===== src/rtl/pc_gen.sv =====
// Fetch-stage program counter: prioritised redirects (trap > mret > branch),
// sequential 2/4-byte stepping, and an epoch tag that advances on every redirect.
module pc_gen #(
   parameter int unsigned XLEN    = 64,
   parameter logic [XLEN-1:0] RESET_VECTOR = XLEN'(64'h8000_0000),
   parameter bit          C_EXT   = 1'b1,
   parameter int unsigned EPOCH_W = 2
) (
   input  logic               clk,
   input  logic               rst_n,
   input  logic               trap_valid,
   input  logic               trap_irq,
   input  logic [5:0]         trap_cause,
   input  logic [XLEN-1:0]    mtvec,
   input  logic               mret_valid,
   input  logic [XLEN-1:0]    mepc,
   input  logic               br_valid,
   input  logic               br_abs,
   input  logic [XLEN-1:0]    br_base,
   input  logic [XLEN-1:0]    br_offset,
   input  logic               stall,
   input  logic               fetch_is_c,
   input  logic               pc_ready,
   output logic [XLEN-1:0]    pc,
   output logic               pc_valid,
   output logic [EPOCH_W-1:0] pc_epoch,
   output logic               flush,
   output logic               target_misaligned
);

   typedef enum logic [1:0] {BOOT, RUN, REFILL} state_e;

   localparam logic [XLEN-1:0] ALIGN_MASK = C_EXT ? ~XLEN'(1) : ~XLEN'(3);

   state_e               state_q;
   logic [XLEN-1:0]      pc_q;
   logic                 valid_q;
   logic [EPOCH_W-1:0]   epoch_q;
   logic                 flush_q;
   logic                 mis_q;

   logic                 redirect_c;
   logic                 accept_c;
   logic [XLEN-1:0]      trap_base_c;
   logic [XLEN-1:0]      trap_tgt_c;
   logic [XLEN-1:0]      br_sum_c;
   logic [XLEN-1:0]      br_raw_c;
   logic [XLEN-1:0]      pc_d;
   logic                 mis_d;
   logic [XLEN-1:0]      step_c;

   // Redirect target selection and alignment check
   always_comb begin
      trap_base_c = mtvec & ~XLEN'(3);
      trap_tgt_c  = trap_base_c;
      if (mtvec[0] && trap_irq)
         trap_tgt_c = trap_base_c + {{(XLEN-8){1'b0}}, trap_cause, 2'b00};
      br_sum_c = br_base + br_offset;
      br_raw_c = br_abs ? (br_sum_c & ~XLEN'(1)) : br_sum_c;
      pc_d  = br_raw_c & ALIGN_MASK;
      mis_d = |(br_raw_c & ~ALIGN_MASK);
      if (trap_valid) begin
         pc_d  = trap_tgt_c;
         mis_d = 1'b0;
      end else if (mret_valid) begin
         pc_d  = mepc & ALIGN_MASK;
         mis_d = 1'b0;
      end
   end

   assign redirect_c = trap_valid | mret_valid | br_valid;
   assign accept_c   = valid_q & pc_ready & ~stall;
   assign step_c     = (C_EXT && fetch_is_c) ? XLEN'(2) : XLEN'(4);

   always_ff @(posedge clk or negedge rst_n) begin
      if (!rst_n) begin
         state_q <= BOOT;
         pc_q    <= RESET_VECTOR;
         valid_q <= 1'b0;
         epoch_q <= '0;
         flush_q <= 1'b0;
         mis_q   <= 1'b0;
      end else begin
         flush_q <= redirect_c;
         mis_q   <= redirect_c & mis_d;
         valid_q <= ~redirect_c;
         if (redirect_c) begin
            pc_q    <= pc_d;
            epoch_q <= epoch_q + EPOCH_W'(1);
            state_q <= REFILL;
         end else begin
            case (state_q)
               BOOT, REFILL: state_q <= RUN;
               RUN: if (accept_c) pc_q <= pc_q + step_c;
               default: state_q <= BOOT;
            endcase
         end
      end
   end

   assign pc                = pc_q;
   assign pc_valid          = valid_q;
   assign pc_epoch          = epoch_q;
   assign flush             = flush_q;
   assign target_misaligned = mis_q;

endmodule


===== config.mk =====
export PLATFORM = sky130hd
export DESIGN_NAME = pc_gen
export DESIGN_NICKNAME = d
export VERILOG_FILES = /design/src/rtl/pc_gen.sv
export SDC_FILE = /design/constraint.sdc
export NUM_CORES = 1
export LEC_CHECK = 0
export CAP_MARGIN = 10
export CORE_MARGIN = 3
export CORE_UTILIZATION = 35
export DETAILED_ROUTE_END_ITERATION = 16
export PLACE_DENSITY = 0.62
export SKIP_LAST_GASP = 1
export SLEW_MARGIN = 25
export SYNTH_ARGS = -nofsm -noshare
export SYNTH_HDL_FRONTEND = slang
export SYNTH_SLANG_ARGS = --single-unit

===== constraint.sdc =====
create_clock -name clk -period 3.1 [get_ports clk]
set_clock_uncertainty 0.05 [all_clocks]
set_input_delay 0.62 -clock clk [delete_from_list [all_inputs] [get_ports clk]]
set_output_delay 0.62 -clock clk [all_outputs]
set_load 0.005 [all_outputs]

* Word level (Yosys, flattened, before mapping)
Cells that the tools add are included.
Storage, ports and cells: flip-flop bits (word level) 71, latch bits 0, memory bits (writable) 0, memory bits (read-only) 0, input bits 272, output and inout port bits 69, logic and storage cells 38, memories 0
Cells by class: add/sub/neg operators 4, multiply operators 0, divide/modulo/power cells 0, order comparisons 0, equal/unequal tests 3, shift operators 0, muxes and demuxes 12, bitwise logic cells 7, reductions and logical operators 6
Operators with widths (count):
- 64-bit 2-to-1 mux | 6
- 64-bit by 3-bit adder with 64-bit output | 1
- 64-bit adder | 1
- 64-bit by 8-bit adder with 64-bit output | 1
- 2-bit case mux with 2 select lines | 1
- 2-bit nonzero test | 2
- 1-bit AND | 3
- 1-bit 2-to-1 mux | 3
- 3-bit 2-to-1 mux | 1
- 2-bit by 1-bit adder with 2-bit output, second input constant | 1
- 2-bit by 1-bit == test with 1-bit output, second input constant | 1
- 2-bit == test, second input constant | 1
- 2-bit zero test | 1
- 2-bit 2-to-1 mux | 1
- 2-bit inequality test, second input constant | 1
- 1-bit NOT | 2
- 1-bit OR | 2
- 2-bit AND reduction | 1
- 2-bit OR reduction | 1
- 1-bit logical AND | 1

* Longest topological paths before layout
Gate-level depths: netlist (run 1).
word-level depth 5, depth in mapped cells 12, gate-level depth less buffers 12

* Least setup slack after synthesis (run 1)
OpenSTA, ideal clock, no wires.
path kind input to register, start in br_base[18], end reg pc_q[60], in the netlist pc[60], library setup time 0.126 ns, arrival 3.243 ns, required time 2.924 ns, path slack -0.319 ns, cell stages on the path 12, path buffers 1, path through ha_1 > buf_2 > o21a_1 > a21oi_1 > a211o_1 > a2111oi_4 > a311oi_2 > o41a_4 > o31ai_4 > a211oi_2 > xnor2_1 > a311o_1
On the way: longest elaborated chain between the ends 4
Ends and longest elaborated chain:
- from (decl) | RTL line 19 | input logic [XLEN-1:0] br_base,
- 64-bit adder | RTL line 58 | br_sum_c = br_base + br_offset;
- 64-bit 2-to-1 mux | RTL line 65 | end else if (mret_valid) begin
- 64-bit 2-to-1 mux | RTL line 62 | if (trap_valid) begin
- 64-bit 2-to-1 mux | RTL line 87 | if (redirect_c) begin
- to (signal assigned) | RTL line 88 | pc_q <= pc_d;
- to (signal assigned) | RTL line 94 | RUN: if (accept_c) pc_q <= pc_q + step_c;
- to (decl) | RTL line 36 | logic [XLEN-1:0] pc_q;
No other way between the ends. A chain may end at the register's enable or synchronous reset.

* Final worst setup path (run 1)
start in br_offset[21], end reg pc_q[60], in the netlist pc[60]
On the way: longest elaborated chain between the ends 4
Ends and longest elaborated chain:
- from (decl) | RTL line 20 | input logic [XLEN-1:0] br_offset,
- 64-bit adder | RTL line 58
- 64-bit 2-to-1 mux | RTL line 65
- 64-bit 2-to-1 mux | RTL line 62
- 64-bit 2-to-1 mux | RTL line 87
No other way between the ends.

==> qor.csv, run 1 <==
stage,metric,value,unit
logic_synthesis,"Seq/Total Area, Yosys",17.60,%
timing,Slew @ Worst Pin,0.7005,ns
route,Vias/cell,5.510,
timing,RSZ-0062 raised after global routing,true,
global_route,gr busiest metal,met2,
critical_path,reg2reg start,pc[31]$_DFFE_PN1P_,
floorplan,Die Y,174.7,um
floorplan,die width,174.7,um
global_route,vias in the first global route,12880,
critical_path,crit path launch,br_offset[21],
critical_path,WP buf/inv,1,
cts,clock buffer depth,2,
power_and_ir_drop,cell-internal power,0.003228,W
global_route,met1 usage,42.21,%
power_and_ir_drop,Worst VDD drop,0.2255,mV
global_route,initial antenna violation count,11,
power_and_ir_drop,P_leak,7.760,nW
global_route,M3 GR Usage,5.172,%
global_route,routing usage on met2,47.27,%
critical_path,cell count along the critical path,11,
logic_synthesis,Syn Nets,1697,
logic_synthesis,asr flop ratio synth,100.0,%
cts,hold buffer count at CTS,0,
critical_path,Critical-path top delay cell,a2111oi_4,
timing,Slew headroom,53.30,%
critical_path,"Cell Chain, Critical Path","dlygate4sd2_1, ha_4, nand2_2, a211o_1, a2111oi_4, a311oi_4, o41a_4, o31ai_4, a211oi_2, xnor2_1, a311o_1",
critical_path,maximum fanout along the worst path,3,
finish,final std cells w/o fill,2406,
finish,area grow syn2layout,80.67,%
route,number of DRC markers in iteration 0,1154,
power_and_ir_drop,PD cells,292.6,nW/um^2
logic_synthesis,library cells used by synthesis,79,
timing,Final Cycle Share,103.5,%
run_status,failing checks,negative setup slack,
logic_synthesis,Mapped Area,9957,um^2
critical_path,kind of cell adding the most delay to the critical path,compound AO/OA/AOI/OAI gates,
timing,min Tclk post-route,3.210,ns
finish,most frequent cells in the layout,"373 x buf_4, 235 x clkdlybuf4s50_1, 145 x nand2_1",
power_and_ir_drop,Net Switching,0.002036,W
finish,fraction of layout cells with a size suffix above 1,31.15,%
critical_path,CP Capture Point,pc[60]$_DFFE_PN0P_,
critical_path,WP data required,3.29,ns
power_and_ir_drop,Net Sw Frac,38.68,%
floorplan,DIE AREA,30510,um^2
floorplan,Core Area,27930,um^2
route,via count,13257,
cts,H-Tree Depth,3,
cts,Clock Sinks,70,
global_route,wire length of the first global-routing pass,73050,um
finish,nets,2360,
logic_synthesis,Post-synth top flop,dfrtp_1,
cts,clk_lat worst skew,0.35,ns
route,final wirelength,48980,um
route,Post-route DRC,0,
critical_path,R2R setup slack,0.01,ns
logic_synthesis,warning count from the yosys run,0,
route,Routed Antenna Nets,0,
placement,HPWL Detailed,39300,um
critical_path,Crit Reg-Reg Endpoint,pc[50]$_DFFE_PN0P_,
route,DRT Pass-1 Iters,6,
cts,clock root buffer,clkbuf_16,
hold_path,HP Class,input port to asynchronous set/reset pin,
placement,Port Buffers,337,
logic_synthesis,synthesis-stage register bit count,70,
global_route,grt ovf,0,
placement,GPL Wtd Cong,0.9735,
floorplan,IO Pins,341,
timing,Max Clock Freq,0.3116,GHz
cts,Num CTS Buffers,9,
global_route,GR Util All Layers,30.13,%
critical_path,Critical Path AT,3.40,ns
critical_path,R2R depth,11,
placement,Setup WS pre-CTS,-0.9263,ns
power_and_ir_drop,power share of the clock group,18.9,%
power_and_ir_drop,sequential share of power,22.5,%
critical_path,critical path class,input port to flip-flop,
critical_path,Worst setup EP type,flip-flop,
global_route,largest net degree at the start of global routing,71,
timing,"Hold Vio Cnt, Final",0,
logic_synthesis,"EDFF count, synth",0,
logic_synthesis,synthesized instance count,1351,
timing,worst setup margin,-0.1096,ns
timing,fin. max-slew vios,0,
placement,placed insts,2319,
cts,Worst-path clk slew,0.06,ns
route,drt wl/cell,20.36,um
finish,fill count,2474,
logic_synthesis,Mean Syn Cell Area,7.370,um^2
critical_path,startpoint types,input port,
cts,CTS tree,built,
finish,"commonest non-fill, non-tap cell in the layout",buf_4,
run_status,status,"finished, violations left",
critical_path,"slowest stage delay, CP",0.44,ns
timing,Setup-failing EPs final,4,
run,max-cap viol count,0,
floorplan,initial core utilization,35.64,%
power_and_ir_drop,combinational share of power,58.6,%
floorplan,row cnt,61,
-- through the flow --
| step | utilization, % | area, um^2 | hold WS, ns | total power, W | setup TNS [ns] |
|---|---|---|---|---|---|
| floorplan | - | 10070 | 0.2744 | 0.002326 | -0.2453 |
| global placement | 57.42 | 16040 | 0.3845 | 0.003863 | -32.78 |
| detailed placement | 57.42 | 16040 | 0.3957 | 0.003876 | -34.83 |
| CTS | 61.70 | 17240 | 0.4040 | 0.005058 | -0.6717 |
| global route | 64.40 | 17990 | 0.2699 | 0.005535 | -1.053 |
| finish | 64.40 | 17990 | 0.2253 | 0.005264 | -0.3495 |
-- registers in the layout, summed over array words and instances, names as in the netlist --
register	cells
pc	63
pc_epoch	2
state_q	2
flush	1
pc_valid	1
target_misaligned	1
-- cells in the mapped netlist (all sizes together), types with 21 or more instances --
cell / n / share of area (%)
clkbuf: 52 / 2.0
xnor2: 90 / 7.9
xor2: 77 / 6.8
nor3: 30 / 1.6
a21oi: 126 / 6.4
o21ai: 91 / 4.6
nand4: 41 / 2.6
a211oi: 21 / 1.7
nor2: 89 / 3.4
a21o: 36 / 2.7
dfrtp: 69 / 17
ha: 71 / 8.9
o211ai: 30 / 2.3
nand2: 158 / 6.0
nand3: 72 / 3.7
and3: 35 / 2.2
inv: 28 / 1.1
-- cell type report --
cell class                      instances  area, um^2  area share [%]
Inverter                               28       105.1          0.5842
Clock inverter                          7       50.05          0.2782
Clock buffer                            9       225.2           1.252
Antenna cell                            9       22.52          0.1252
Multi-Input combinational cell       1183        9094           50.55
Sequential cell                        70        1753           9.744
Tap cell                              378       473.0           2.629
Timing Repair Buffer                  722        6267           34.84
-- logic make-up after synthesis --
| kind of cell | count (synthesis) | share of synthesized area [%] |
|---|---|---|
| AND/OR/NAND/NOR | 505 | 25.17 |
| other | 1 | 0.03766 |
| flip-flops | 70 | 17.61 |
| XOR/XNOR | 167 | 14.69 |
| multiplexers | 9 | 0.9299 |
| buffers and inverters | 98 | 3.946 |
| AO/OA/AOI/OAI | 427 | 28.10 |
| adder cells (fa/ha/maj) | 74 | 9.525 |
-- per-layer routing --
metal	wire, um	vias to the layer above
li1	-	6310
met1	21750	6279
met2	22170	583
met3	3542	81
met4	1494	4
met5	21	-
-- worst min path at each step --
| stage | cells after the start | to | startpoint | slack [ns] |
|---|---|---|---|---|
| 2_1_floorplan | 0 | flush$_DFF_PN0_ | rst_n | 0.27 |
| 3_5_place_dp | 1 | state_q[0]$_DFFE_PN0P_ | state_q[0]$_DFFE_PN0P_ | 0.40 |
| 3_3_place_gp | 1 | state_q[0]$_DFFE_PN0P_ | state_q[0]$_DFFE_PN0P_ | 0.38 |
| 4_1_cts | 1 | state_q[0]$_DFFE_PN0P_ | state_q[0]$_DFFE_PN0P_ | 0.40 |
| 6_report | 1 | pc[5]$_DFFE_PN0P_ | rst_n | 0.23 |
| 5_1_grt | 1 | pc[5]$_DFFE_PN0P_ | rst_n | 0.27 |
-- power by group through the flow --
stage	sequential (W)	combinational, W	clock [W]
after floorplan	0.00117	0.00115	0
after global placement	0.00119	0.00267	0
after detailed placement	0.00119	0.00268	0
after CTS	0.00118	0.00288	0.00100
after global routing	0.00120	0.00329	0.00105
final	0.00118	0.00309	0.000995
-- what timing repair did --
item                       4_1_cts  5_1_grt
buffers inserted                37       28
setup endpoints to repair       51       44
pin swaps                       97      115
gates resized for setup        226      177
No activity file was read; power rests on OpenSTA's default activity.
==> inputs of run 2 (changes only) <==
--- a/config.mk
+++ b/config.mk
@@ -5,11 +5,12 @@
 export SDC_FILE = /design/constraint.sdc
 export NUM_CORES = 1
 export LEC_CHECK = 0
+export ABC_AREA = 1
 export CAP_MARGIN = 10
 export CORE_MARGIN = 3
 export CORE_UTILIZATION = 35
 export DETAILED_ROUTE_END_ITERATION = 16
-export PLACE_DENSITY = 0.62
+export PLACE_DENSITY = 0.58
 export SKIP_LAST_GASP = 1
 export SLEW_MARGIN = 25
 export SYNTH_ARGS = -nofsm -noshare
==> qor.csv, run 2 <==
stage,metric,value,unit,change
run_status,status,completed,,
finish,fraction of layout cells with a size suffix above 1,12.81,%,-18 points
critical_path,critical path class,input port to flip-flop,,
global_route,largest net degree at the start of global routing,71,,unchanged
logic_synthesis,"EDFF count, synth",0,,unchanged
finish,most frequent cells in the layout,"846 x nand2_1, 434 x inv_1, 337 x nor2_1",,
run,max-cap viol count,0,,unchanged
logic_synthesis,"count leader, synth",nand2_1,,
critical_path,Critical Path AT,3.17,ns,-0.23 ns
timing,Setup TNS,0,ns,+0.3495 ns
floorplan,IO Pins,341,,unchanged
logic_synthesis,Post-synth top flop,dfrtp_1,,
cts,clock root buffer,clkbuf_16,,
logic_synthesis,library cells used by synthesis,56,,-29%
route,Vias/cell,5.059,,-8.2%
floorplan,Core Area,38830,um^2,+39%
route,number of DRC markers in iteration 0,1461,,+27%
critical_path,kind of cell adding the most delay to the critical path,simple AND/OR/NAND/NOR gates,,
global_route,grt ovf,0,,unchanged
finish,nets,3603,,+53%
critical_path,cell mode on critical path,nand2_1,,
route,Routed Antenna Nets,0,,unchanged
timing,Max Clock Freq,0.3363,GHz,+7.9%
finish,final core occ,52.66,%,-12 points
route,DRT Pass-1 Iters,7,,+1
placement,HPWL Detailed,59410,um,+51%
critical_path,maximum fanout along the worst path,4,,+1
timing,"Hold Vio Cnt, Final",0,,unchanged
power_and_ir_drop,Worst VDD drop,0.2696,mV,+20%
logic_synthesis,Synth area leaders,"nand2_1 23%, dfrtp_1 13%, inv_1 12%",,
critical_path,startpoint types,input port,,
placement,Port Buffers,337,,unchanged
critical_path,WP data required,3.30,ns,about the same
logic_synthesis,Mapped Area,13790,um^2,+39%
logic_synthesis,Synth top cells by count,"862 x nand2_1, 435 x inv_1, 340 x nor2_1, 210 x nand3_1, 138 x a21oi_1",,
finish,"commonest non-fill, non-tap cell in the layout",nand2_1,,
global_route,wire length of the first global-routing pass,104000,um,+42%
timing,RSZ-0062 raised after global routing,true,,
cts,CTS tree,built,,
route,drt wl/cell,18.22,um,-10%
logic_synthesis,asr flop ratio synth,100.0,%,unchanged
critical_path,Critical-path top delay cell,clkdlybuf4s50_1,,
floorplan,die width,204.5,um,+17%
route,Post-route DRC,0,,unchanged
logic_synthesis,synthesis-stage register bit count,70,,unchanged
cts,Worst-path clk slew,0.07,ns,about the same
critical_path,R2R setup slack,0.54,ns,+0.53 ns
logic_synthesis,Synth top area share,23.46,%,+6.1 points
floorplan,initial core utilization,35.53,%,-0.12 points
cts,clk_lat worst skew,0.36,ns,about the same
global_route,initial antenna violation count,3,,-8
critical_path,WP buf/inv,3,,+2
timing,min Tclk post-route,2.974,ns,-0.2360 ns
timing,fin. max-slew vios,0,,unchanged
global_route,vias in the first global route,18366,,+43%
cts,Num CTS Buffers,9,,unchanged
route,via count,19135,,+44%
finish,area grow syn2layout,48.22,%,
critical_path,"Cell Chain, Critical Path","clkdlybuf4s50_1, ha_1, nand2_1, nor2_1, inv_1, nor2_1, nand2_1, nor3_1, nand2_1, nand3_1, nand3_1, nand2_1, nand3_1, nand2_1, inv_1",,
logic_synthesis,Mean Syn Cell Area,5.204,um^2,-29%
finish,max reg flops,63,,unchanged
timing,Setup-failing EPs final,0,,-4
logic_synthesis,synthesized instance count,2651,,+96%
global_route,GR Util All Layers,32.21,%,+2.1 points
route,final wirelength,68920,um,+41%
floorplan,DIE AREA,41830,um^2,+37%
cts,Clock Sinks,70,,unchanged
timing,Final Cycle Share,95.92,%,-7.6 points
floorplan,Die Y,204.5,um,+17%
cts,Post-CTS Setup Inserts,0,,-100%
floorplan,row cnt,72,,+18%
logic_synthesis,Yosys top cell by area,nand2_1,,
cts,hold buffer count at CTS,0,,unchanged
logic_synthesis,Syn Nets,2997,,+77%
placement,GPL Wtd Cong,0.9938,,+2.1%
timing,Slew headroom,54.58,%,+1.3 points
logic_synthesis,"Seq/Total Area, Yosys",12.71,%,-4.9 points
cts,H-Tree Depth,3,,unchanged
critical_path,Worst setup EP type,flip-flop,,
power_and_ir_drop,P_leak,10.17,nW,+31%
cts,clock buffer depth,2,,unchanged
logic_synthesis,warning count from the yosys run,0,,unchanged
critical_path,"slowest stage delay, CP",0.42,ns,-0.02 ns
hold_path,HP Class,input port to asynchronous set/reset pin,,
timing,Slew @ Worst Pin,0.6761,ns,-0.02440 ns
power_and_ir_drop,PD cells,263.5,nW/um^2,-9.9%
run 2: cell types whose count changed in the layout (fill, tap and decap cells not counted), sizes merged, moves of 42 or more:
cell           change
nand3            +141
xnor2             -76
buf               -84
nor2             +264
inv              +409
o21ai             +47
nand2            +708
nor3              +42
clkdlybuf4s50    +100
run 2: metrics by stage:
stage | instance area (um^2) | total power [W] | std cells | worst slack (ns) | hold slack (ns)
global route | 20450 | 0.005751 | 3782 | -0.02898 | 0.2573
floorplan | 13790 | 0.002578 | 2651 | 0.5846 | 0.2744
finish | 20450 | 0.005387 | 3782 | 0.1264 | 0.2072
detailed placement | 20020 | 0.004272 | 3764 | -0.2722 | 0.3900
global placement | 20020 | 0.004247 | 3764 | -0.2430 | 0.3792
CTS | 20320 | 0.005354 | 3780 | 0.09068 | 0.2187
run 2: power by group:
part / leakage, nW / switching, W / internal (W) / total, W
Clock: 0.143 / 0.000418 / 0.000642 / 0.00106
Sequential: 0.822 / 0.000215 / 0.00104 / 0.00126
Combinational: 9.21 / 0.00164 / 0.00143 / 0.00307
Total: 10.2 / 0.00227 / 0.00312 / 0.00539
run 2: cell families (layout without fill, tap and decap cells):
family	Yosys count	in the layout	synth area share, %
other	1	3	0.02718
DFF	70	70	12.71
buffers and inverters	492	1103	13.46
and+or+nand+nor	1626	1626	50.29
xor gates and xnor gates	54	54	3.429
adders and majority gates	74	74	6.875
AOI/OAI and AO/OA	334	334	13.22
run 2: repair_timing:
| action | 4_1_cts | 5_1_grt |
|---|---|---|
| endpoints found under the setup margin | 0 | 29 |
| endpoints found under the hold margin | 0 | 0 |
| resized for setup | 0 | 44 |
run 2: worst paths after layout:
check | end | cells after the start | from
setup / recovery | pc[61]$_DFFE_PN0P_ | 15 | br_base[52]
hold / removal | pc[13]$_DFFE_PN0P_ | 1 | rst_n
setup reg to reg | pc[61]$_DFFE_PN0P_ | 15 | pc[1]$_DFFE_PN0P_
hold reg to reg | state_q[0]$_DFFE_PN0P_ | 1 | state_q[0]$_DFFE_PN0P_
max in group asynchronous | pc_epoch[0]$_DFFE_PN0N_ | 2 | rst_n
min in group clk | state_q[0]$_DFFE_PN0P_ | 1 | state_q[0]$_DFFE_PN0P_
run 2: worst reg2reg max path: stages (launching register included):
cell      delay (ns)
dfrtp_1         0.38
ha_1            0.21
fa_1            0.22
nand2_2         0.07
nand3b_4        0.18
nor2_4          0.13
nand3_4         0.10
nor3_4          0.22
nand3_1         0.17
nor3_1          0.25
buf_4           0.17
nand3_1         0.06
nand2_1         0.07
nand3_1         0.06
nand2_1         0.08
inv_1           0.04
run 2: cell type report:
type / count / area, um^2
fillers: 4126 / 18380
multi-input cells: 2089 / 10310
repair buffers: 648 / 5786
flip-flops and latches: 70 / 1753
inverters: 439 / 1648
well taps: 518 / 648.1
clock buffers: 12 / 246.5
clock inverters: 4 / 47.55
diodes: 2 / 5.005
run 2: routing by layer:
| metal | vias to the layer above | GRT usage (%) | wire length, um |
|---|---|---|---|
| met5 | - | 0 | 13 |
| met4 | 2 | 9.388 | 2006 |
| met3 | 99 | 2.844 | 3737 |
| met2 | 656 | 56.41 | 33210 |
| met1 | 8718 | 42.20 | 29950 |
| li1 | 9660 | - | - |
==> inputs of run 3 (changes only) <==
--- a/config.mk
+++ b/config.mk
@@ -10,6 +10,7 @@
 export CORE_MARGIN = 3
 export CORE_UTILIZATION = 35
 export DETAILED_ROUTE_END_ITERATION = 16
+export GPL_ROUTABILITY_DRIVEN = 0
 export PLACE_DENSITY = 0.58
 export SKIP_LAST_GASP = 1
 export SLEW_MARGIN = 25
==> qor.csv, run 3 (synthesis gave the netlist of run 2 again) <==
stage,metric,value,unit,change
critical_path,maximum fanout along the worst path,4,,unchanged
finish,nets,3550,,-1.5%
critical_path,reg2reg start,pc[1]$_DFFE_PN0P_,,
floorplan,Die Y,204.5,um,unchanged
route,via count,19143,,+0.042%
timing,fin. max-slew vios,0,,unchanged
critical_path,Critical Path AT,3.21,ns,+0.04 ns
finish,final core occ,51.55,%,-1.1 points
global_route,grt ovf,0,,unchanged
global_route,largest net degree at the start of global routing,71,,unchanged
cts,Worst-path clk slew,0.06,ns,about the same
finish,most frequent cells in the layout,"855 x nand2_1, 435 x inv_1, 337 x nor2_1",,
finish,max reg flops,63,,unchanged
run,max-cap viol count,0,,unchanged
global_route,initial antenna violation count,7,,+4
critical_path,WP buf/inv,2,,-1
critical_path,"slowest stage delay, CP",0.41,ns,about the same
timing,"Hold Vio Cnt, Final",0,,unchanged
route,number of DRC markers in iteration 0,1858,,+27%
critical_path,startpoint types,input port,,
timing,Setup-failing EPs final,0,,unchanged
cts,CTS tree,built,,
cts,H-Tree Depth,3,,unchanged
cts,clk_lat worst skew,0.35,ns,about the same
route,Routed Antenna Nets,0,,unchanged
critical_path,critical path class,input port to flip-flop,,
hold_path,HP Class,input port to asynchronous set/reset pin,,
route,Post-route DRC,0,,unchanged
route,drt wl/cell,17.26,um,-5.3%
timing,min Tclk post-route,3.027,ns,+0.05382 ns
global_route,wire length of the first global-routing pass,97990,um,-5.8%
critical_path,crit path launch,br_base[0],,
finish,fraction of layout cells with a size suffix above 1,10.94,%,-1.9 points
route,final wirelength,64430,um,-6.5%
floorplan,die width,204.5,um,unchanged
timing,Max Clock Freq,0.3303,GHz,-1.8%
placement,Port Buffers,337,,unchanged
timing,Slew @ Worst Pin,0.6831,ns,+0.006947 ns
floorplan,row cnt,72,,unchanged
critical_path,"Cell Chain, Critical Path","clkdlybuf4s50_1, ha_1, fa_1, nand3_1, nand3_2, nand2_1, nand2_1, nand3_1, nand2_1, nand2_1, nand2_1, xor2_1, o21ai_1, buf_4, nand2_1, nand3_1, nand2_1",,
critical_path,kind of cell adding the most delay to the critical path,simple AND/OR/NAND/NOR gates,,
global_route,GR Util All Layers,29.91,%,-2.3 points
route,DRT Pass-1 Iters,6,,-1
timing,Final Cycle Share,97.66,%,+1.7 points
cts,clock root buffer,clkbuf_16,,
route,Vias/cell,5.127,,+1.3%
critical_path,WP data required,3.28,ns,-0.02 ns
power_and_ir_drop,P_leak,9.924,nW,-2.4%
cts,Num CTS Buffers,9,,unchanged
floorplan,initial core utilization,35.53,%,unchanged
critical_path,cell mode on critical path,nand2_1,,
critical_path,R2R depth,15,,unchanged
global_route,vias in the first global route,18026,,-1.9%
timing,worst setup margin,0.07257,ns,-0.05382 ns
finish,area grow syn2layout,45.10,%,
cts,clock buffer depth,2,,unchanged
cts,Clock Sinks,70,,unchanged
finish,"commonest non-fill, non-tap cell in the layout",nand2_1,,
cts,hold buffer count at CTS,0,,unchanged
power_and_ir_drop,PD cells,263.7,nW/um^2,about the same
timing,Slew headroom,54.11,%,-0.47 points
critical_path,Worst setup EP type,flip-flop,,
run_status,status,completed,,
timing,RSZ-0062 raised after global routing,true,,
placement,Setup WS pre-CTS,-0.3123,ns,-0.04011 ns
critical_path,Critical-path top delay cell,clkdlybuf4s50_1,,
timing,Hold Slack,0.2550,ns,+0.04780 ns
floorplan,IO Pins,341,,unchanged
floorplan,DIE AREA,41830,um^2,unchanged
power_and_ir_drop,Worst VDD drop,0.3045,mV,+13%
placement,HPWL Detailed,54910,um,-7.6%
floorplan,Core Area,38830,um^2,unchanged
critical_path,cell count along the critical path,17,,+2
==> run 3: cell count changes in the layout (fill, tap and decap cells not counted), moves of 2 or more <==
cell | before | now
buf_4 | 304 | 255
nand2_1 | 846 | 855
nand2_2 | 20 | 11
diode_2 | 2 | 7
ha_2 | 6 | 1
buf_12 | 7 | 3
ha_1 | 65 | 69
a21oi_1 | 133 | 136
a21oi_2 | 5 | 2
clkinv_4 | 0 | 2
inv_6 | 0 | 2
nor2_2 | 10 | 8
nor2_4 | 6 | 8
==> run 3: cell type report <==
type,instances,area (um^2)
diodes,7,17.52
clock buffers,10,229.0
clock inverters,6,70.07
fillers,4181,18810
inverters,439,1648
multi-input cells,2089,10310
flip-flops and latches,70,1753
well taps,518,648.1
repair buffers,595,5340
==> run 3: worst paths after layout <==
path | to | slack, ns
min in group clk | state_q[0]$_DFFE_PN0P_ | 0.40
min | pc[7]$_DFFE_PN0P_ | 0.26
min reg2reg | state_q[0]$_DFFE_PN0P_ | 0.40
max in group asynchronous | pc[61]$_DFFE_PN0P_ | 1.94
max reg2reg | pc[47]$_DFFE_PN0P_ | 0.51
max | pc[32]$_DFFE_PN0P_ | 0.07
==> run 3: repair_timing <==
| action | in CTS | in global routing |
|---|---|---|
| setup buffers | 0 | 3 |
| resized for setup | 0 | 35 |
| endpoints found under the setup margin | 0 | 39 |
==> run 3: metal layers <==
layer / global-route usage (%) / up-vias / wire length, um
met5: 0 / - / 0
met2: 51.08 / 907 / 30130
met3: 2.113 / 151 / 4659
met1: 38.94 / 8523 / 26570
met4: 12.85 / 0 / 3067
li1: - / 9562 / -
==> run 3: power by group <==
group / leakage (nW) / total (W) / switching (W) / internal, W
logic: 8.95 / 0.00294 / 0.00157 / 0.00137
registers: 0.822 / 0.00126 / 0.000215 / 0.00104
clock network: 0.147 / 0.00108 / 0.000449 / 0.000631
==> run 3: through the flow <==
stage          power (W)  TNS, ns  std cells  instance area [um^2]
3_3_place_gp    0.004118   -6.276       3708                 19550
6_report        0.005279        0       3734                 20020
2_1_floorplan   0.002578        0       2651                 13790
4_1_cts         0.005226        0       3724                 19850
5_1_grt         0.005652  -0.1376       3734                 20020
3_5_place_dp    0.004140   -8.105       3708                 19550
==> RTL change 1 (flow settings as in run 3) <==
Add an input register stage for `trap_irq` and `br_offset`, with the module's reset; this delays them by one clock. The other inputs are not delayed to match.
--- a/src/rtl/pc_gen.sv
+++ b/src/rtl/pc_gen.sv
@@ -34,2 +34,15 @@
 
+   logic trap_irq_q;
+   logic [XLEN-1:0] br_offset_q;
+
+   always_ff @(posedge clk or negedge rst_n) begin
+      if (!rst_n) begin
+         trap_irq_q  <= '0;
+         br_offset_q <= '0;
+      end else begin
+         trap_irq_q  <= trap_irq;
+         br_offset_q <= br_offset;
+      end
+   end
+
    state_e               state_q;
@@ -55,5 +68,5 @@
       trap_tgt_c  = trap_base_c;
-      if (mtvec[0] && trap_irq)
+      if (mtvec[0] && trap_irq_q)
          trap_tgt_c = trap_base_c + {{(XLEN-8){1'b0}}, trap_cause, 2'b00};
-      br_sum_c = br_base + br_offset;
+      br_sum_c = br_base + br_offset_q;
       br_raw_c = br_abs ? (br_sum_c & ~XLEN'(1)) : br_sum_c;
Formal check against the unedited RTL: not equivalent (a bounded check fails within 4 cycles, from zero or initial values and one cycle with rst_n low).
==> RTL change 1 against run 3 <==
  * Area after synthesis up 10%
  * Wire length is 2.8% higher
  * Worst setup slack better by 0.11 ns
  * Non-clock buffer count shrank 11
  * Fmax rose by 3.9%
  * Cell area grew 8.6%
  * Sequential cell count rose by 65
  * Total power is 41% higher
  * Critical path type unchanged
  * Largest power group unchanged
==> RTL change 1: results (changes against run 3) <==
stage,metric,value,unit,change
power_and_ir_drop,total_leakage_power,10.62,nW,was 9.924 nW
place,dp_hpwl,55930,um,was 54910 um
grt,grt_use_met3,3.798,%,was 2.113%
logic_synthesis,synth_area_leaders,"dfrtp_1, nand2_1, inv_1",,"was nand2_1, dfrtp_1, inv_1"
grt,grt_pass1_wl,102300,um,was 97990 um
drt,drt-initial-drc-count,1647,,was 1858
drt,via_count,19180,,was 19140
place,placedInstanceArea,21040,um^2,was 19550 um^2
clock_network,clk_latency,0.47,ns,was 0.35 ns
logic_synthesis,ys_types,54,,was 56
place,placed_cells,3743,,was 3708
logic_synthesis,synth_fa_ha_area_share,6.230,%,was 6.875%
power_and_ir_drop,vdd_drop_max,317.1,uV,was 304.5 uV
power_and_ir_drop,swShare,35.74,%,was 42.39%
final_layout,drive_gt1_share,10.32,%,was 10.94%
logic_synthesis,syn_nets,2980,,was 2997
worst_setup_path,cp_max_fo,3,,was 4
logic_synthesis,async_flop_share,100.0,%,unchanged
worst_setup_path,cp.arrival,3.22,ns,was 3.21 ns
final_layout,fin_nets,3532,,was 3550
grt,grtUsageMet1,35.99,%,was 38.94%
logic_synthesis,syn-mean-instance-area,5.780,um^2,was 5.204 um^2
logic_synthesis,yosysSeqAreaShare,22.20,%,was 12.71%
logic_synthesis,yosys-top-cells-count,"nand2_1, inv_1, nor2_1, nand3_1, o21ai_0",,"was nand2_1, inv_1, nor2_1, nand3_1, a21oi_1"
drt,post_drt_wl_per_cell,17.50,um,was 17.26 um
drt,wl_met3,4347,um,was 4659 um
logic_synthesis,synth-xor-area-share,3.740,%,was 3.429%
final_layout,largest_register_ff_count,64,,was 63
logic_synthesis,synth_compound_area_share,12.16,%,was 13.22%
hold_path,hp-class,flip-flop to flip-flop,,was input port to async pin
outcome,status,"complete, no violations",,unchanged
drt,wl_met2,30570,um,was 30130 um
place,place_ws,-0.3999,ns,was -0.3123 ns
worst_setup_path,reg2reg_depth,16,,was 15
[RTL change 1: repair_timing]
action / in CTS / in global routing
hold buffers: 1 / 0
endpoints found under the setup margin: 0 / 4
endpoints found under the hold margin: 26 / 0
resized for setup: 0 / 6
buffers inserted: 0 / 0
[RTL change 1: layout make-up]
type,instances,area [um^2]
fillers,4518,20670
multi-input cells,2053,10170
repair buffers,584,5314
flip-flops and latches,135,3379
inverters,395,1483
well taps,577,721.9
clock buffers,21,460.4
clock inverters,11,195.2
diodes,7,17.52
[RTL change 1: power groups by stage]
stage	Clock, W	Combinational (W)	Sequential [W]
final	0.00232	0.00296	0.00215
after global placement	0	0.00289	0.00218
after detailed placement	0	0.00291	0.00218
after floorplan	0	0.00138	0.00213
after global routing	0.00243	0.00325	0.00218
after CTS	0.00237	0.00293	0.00215
[RTL change 1: cell families after synthesis]
logic type	count (synthesis)
AND/OR/NAND/NOR	1575
buffers and inverters	446
AO/OA/AOI/OAI	338
flip-flops	135
adder cells (fa/ha/maj)	74
XOR/XNOR	65
other	1
[RTL change 1: worst paths after layout]
path                                       from         end  slack, ns
worst max-delay path                br_base[12]      pc[59]       0.19
worst min-delay path                 state_q[0]  state_q[0]       0.39
worst max register to register  br_offset_q[12]      pc[59]       0.40
worst min register to register       state_q[0]  state_q[0]       0.39
max in group asynchronous                 rst_n      pc[24]       1.65
min in group asynchronous                 rst_n       pc[9]       0.58
[RTL change 1: worst register-to-register path: cells and delay by family, from the launching register on]
family / cells / cell delay (ns)
AND/OR/NAND/NOR: 12 / 1.50
buffers and inverters: 3 / 0.37
flip-flops: 1 / 0.36
adder cells (fa/ha/maj): 1 / 0.33
==> RTL change 2 (flow settings as in run 3) <==
Made on the original files. Set the parameter `EPOCH_W` to 4 (it was 2).
--- a/src/rtl/pc_gen.sv
+++ b/src/rtl/pc_gen.sv
@@ -6,3 +6,3 @@
    parameter bit          C_EXT   = 1'b1,
-   parameter int unsigned EPOCH_W = 2
+   parameter int unsigned EPOCH_W = 4
 ) (
Ports: changed (resized pc_epoch); port bits go from 341 to 343. No check against the original RTL was run, so the function may have changed too.
==> RTL change 2 against run 3 <==
  * Fmax up 2.0%
  * Wire length fell by 5.6%
  * Worst setup slack gained 0.060 ns
  * Total power shrank 0.83%
  * First-iteration DRC count shrank 28%
  * Sequential cell count increased by 2
  * Register-to-register slack better by 0.09 ns
  * Highest routed layer unchanged
  * Cell area down 1.8%
  * Area after synthesis is 0.51% higher
==> RTL change 2: results (changes against run 3) <==
stage,metric,value,unit,change
drt,wirelength,60840,um,was 64430 um
place,placedInstanceArea,19320,um^2,was 19550 um^2
drt,via_count,18640,,was 19140
final_layout,stdcell_count,3732,,was 3734
logic_synthesis,synth_compound_area_share,10.51,%,was 13.22%
outcome,status,"complete, no violations",,unchanged
power_and_ir_drop,vdd_drop_max,211.7,uV,was 304.5 uV
power_and_ir_drop,total_leakage_power,10.38,nW,was 9.924 nW
drt,drt-initial-drc-count,1336,,was 1858
grt,grt_pass1_vias,17730,,was 18030
final_layout,num-multi-input-gates,2096,,was 2089
final_layout,clkbuf_count,12,,was 10
logic_synthesis,synth_area_leaders,"nand2_1, dfrtp_1, inv_1",,unchanged
logic_synthesis,yosys-top-cells-count,"nand2_1, inv_1, nor2_1, nand3_1, a21oi_1",,unchanged
final_layout,multi_input_area_share,51.43,%,was 51.51%
timing,slew-limit-headroom,48.37,%,was 54.11%
logic_synthesis,synth-xor-area-share,3.474,%,was 3.429%
place,dp_hpwl,52330,um,was 54910 um
power_and_ir_drop,clkPwrFrac,19.5,%,was 20.5%
logic_synthesis,synth_fa_ha_area_share,6.931,%,was 6.875%
clock_network,cts_sinks,72,,was 70
grt,grt_max_degree,73,,was 71
final_layout,inverters_excl_clock,474,,was 439
grt,grt_pass1_wl,93470,um,was 97990 um
place,place_ws,-0.2318,ns,was -0.3123 ns
final_layout,nFillCells,4298,,was 4181
logic_synthesis,syn-mean-instance-area,5.154,um^2,was 5.204 um^2
## RTL change 2: cell count changes in the layout (fill, tap and decap cells not counted), sizes merged, moves of 25 or more
| cell | before | now |
|---|---|---|
| o21ai | 138 | 98 |
| inv | 440 | 474 |
| buf | 260 | 213 |
| nand4 | 77 | 52 |
| nor2 | 353 | 275 |
| nand2 | 866 | 1032 |
## RTL change 2: worst paths after layout
check	startpoint	endpoint	slack (ns)	cells after the start
hold / removal	rst_n	flush	0.25	1
hold reg to reg	state_q[1]	state_q[0]	0.40	1
setup / recovery	mtvec[7]	pc[63]	0.13	15
setup reg to reg	pc[1]	pc[57]	0.60	16
min in group clk	state_q[1]	state_q[0]	0.40	1
max in group asynchronous	rst_n	pc[60]	2.28	1
## RTL change 2: layer usage
layer / track usage, % / routed length, um
met5: 0 / 0
met4: 11.79 / 2500
met3: 1.780 / 4216
met2: 46.74 / 27600
met1: 38.17 / 26520
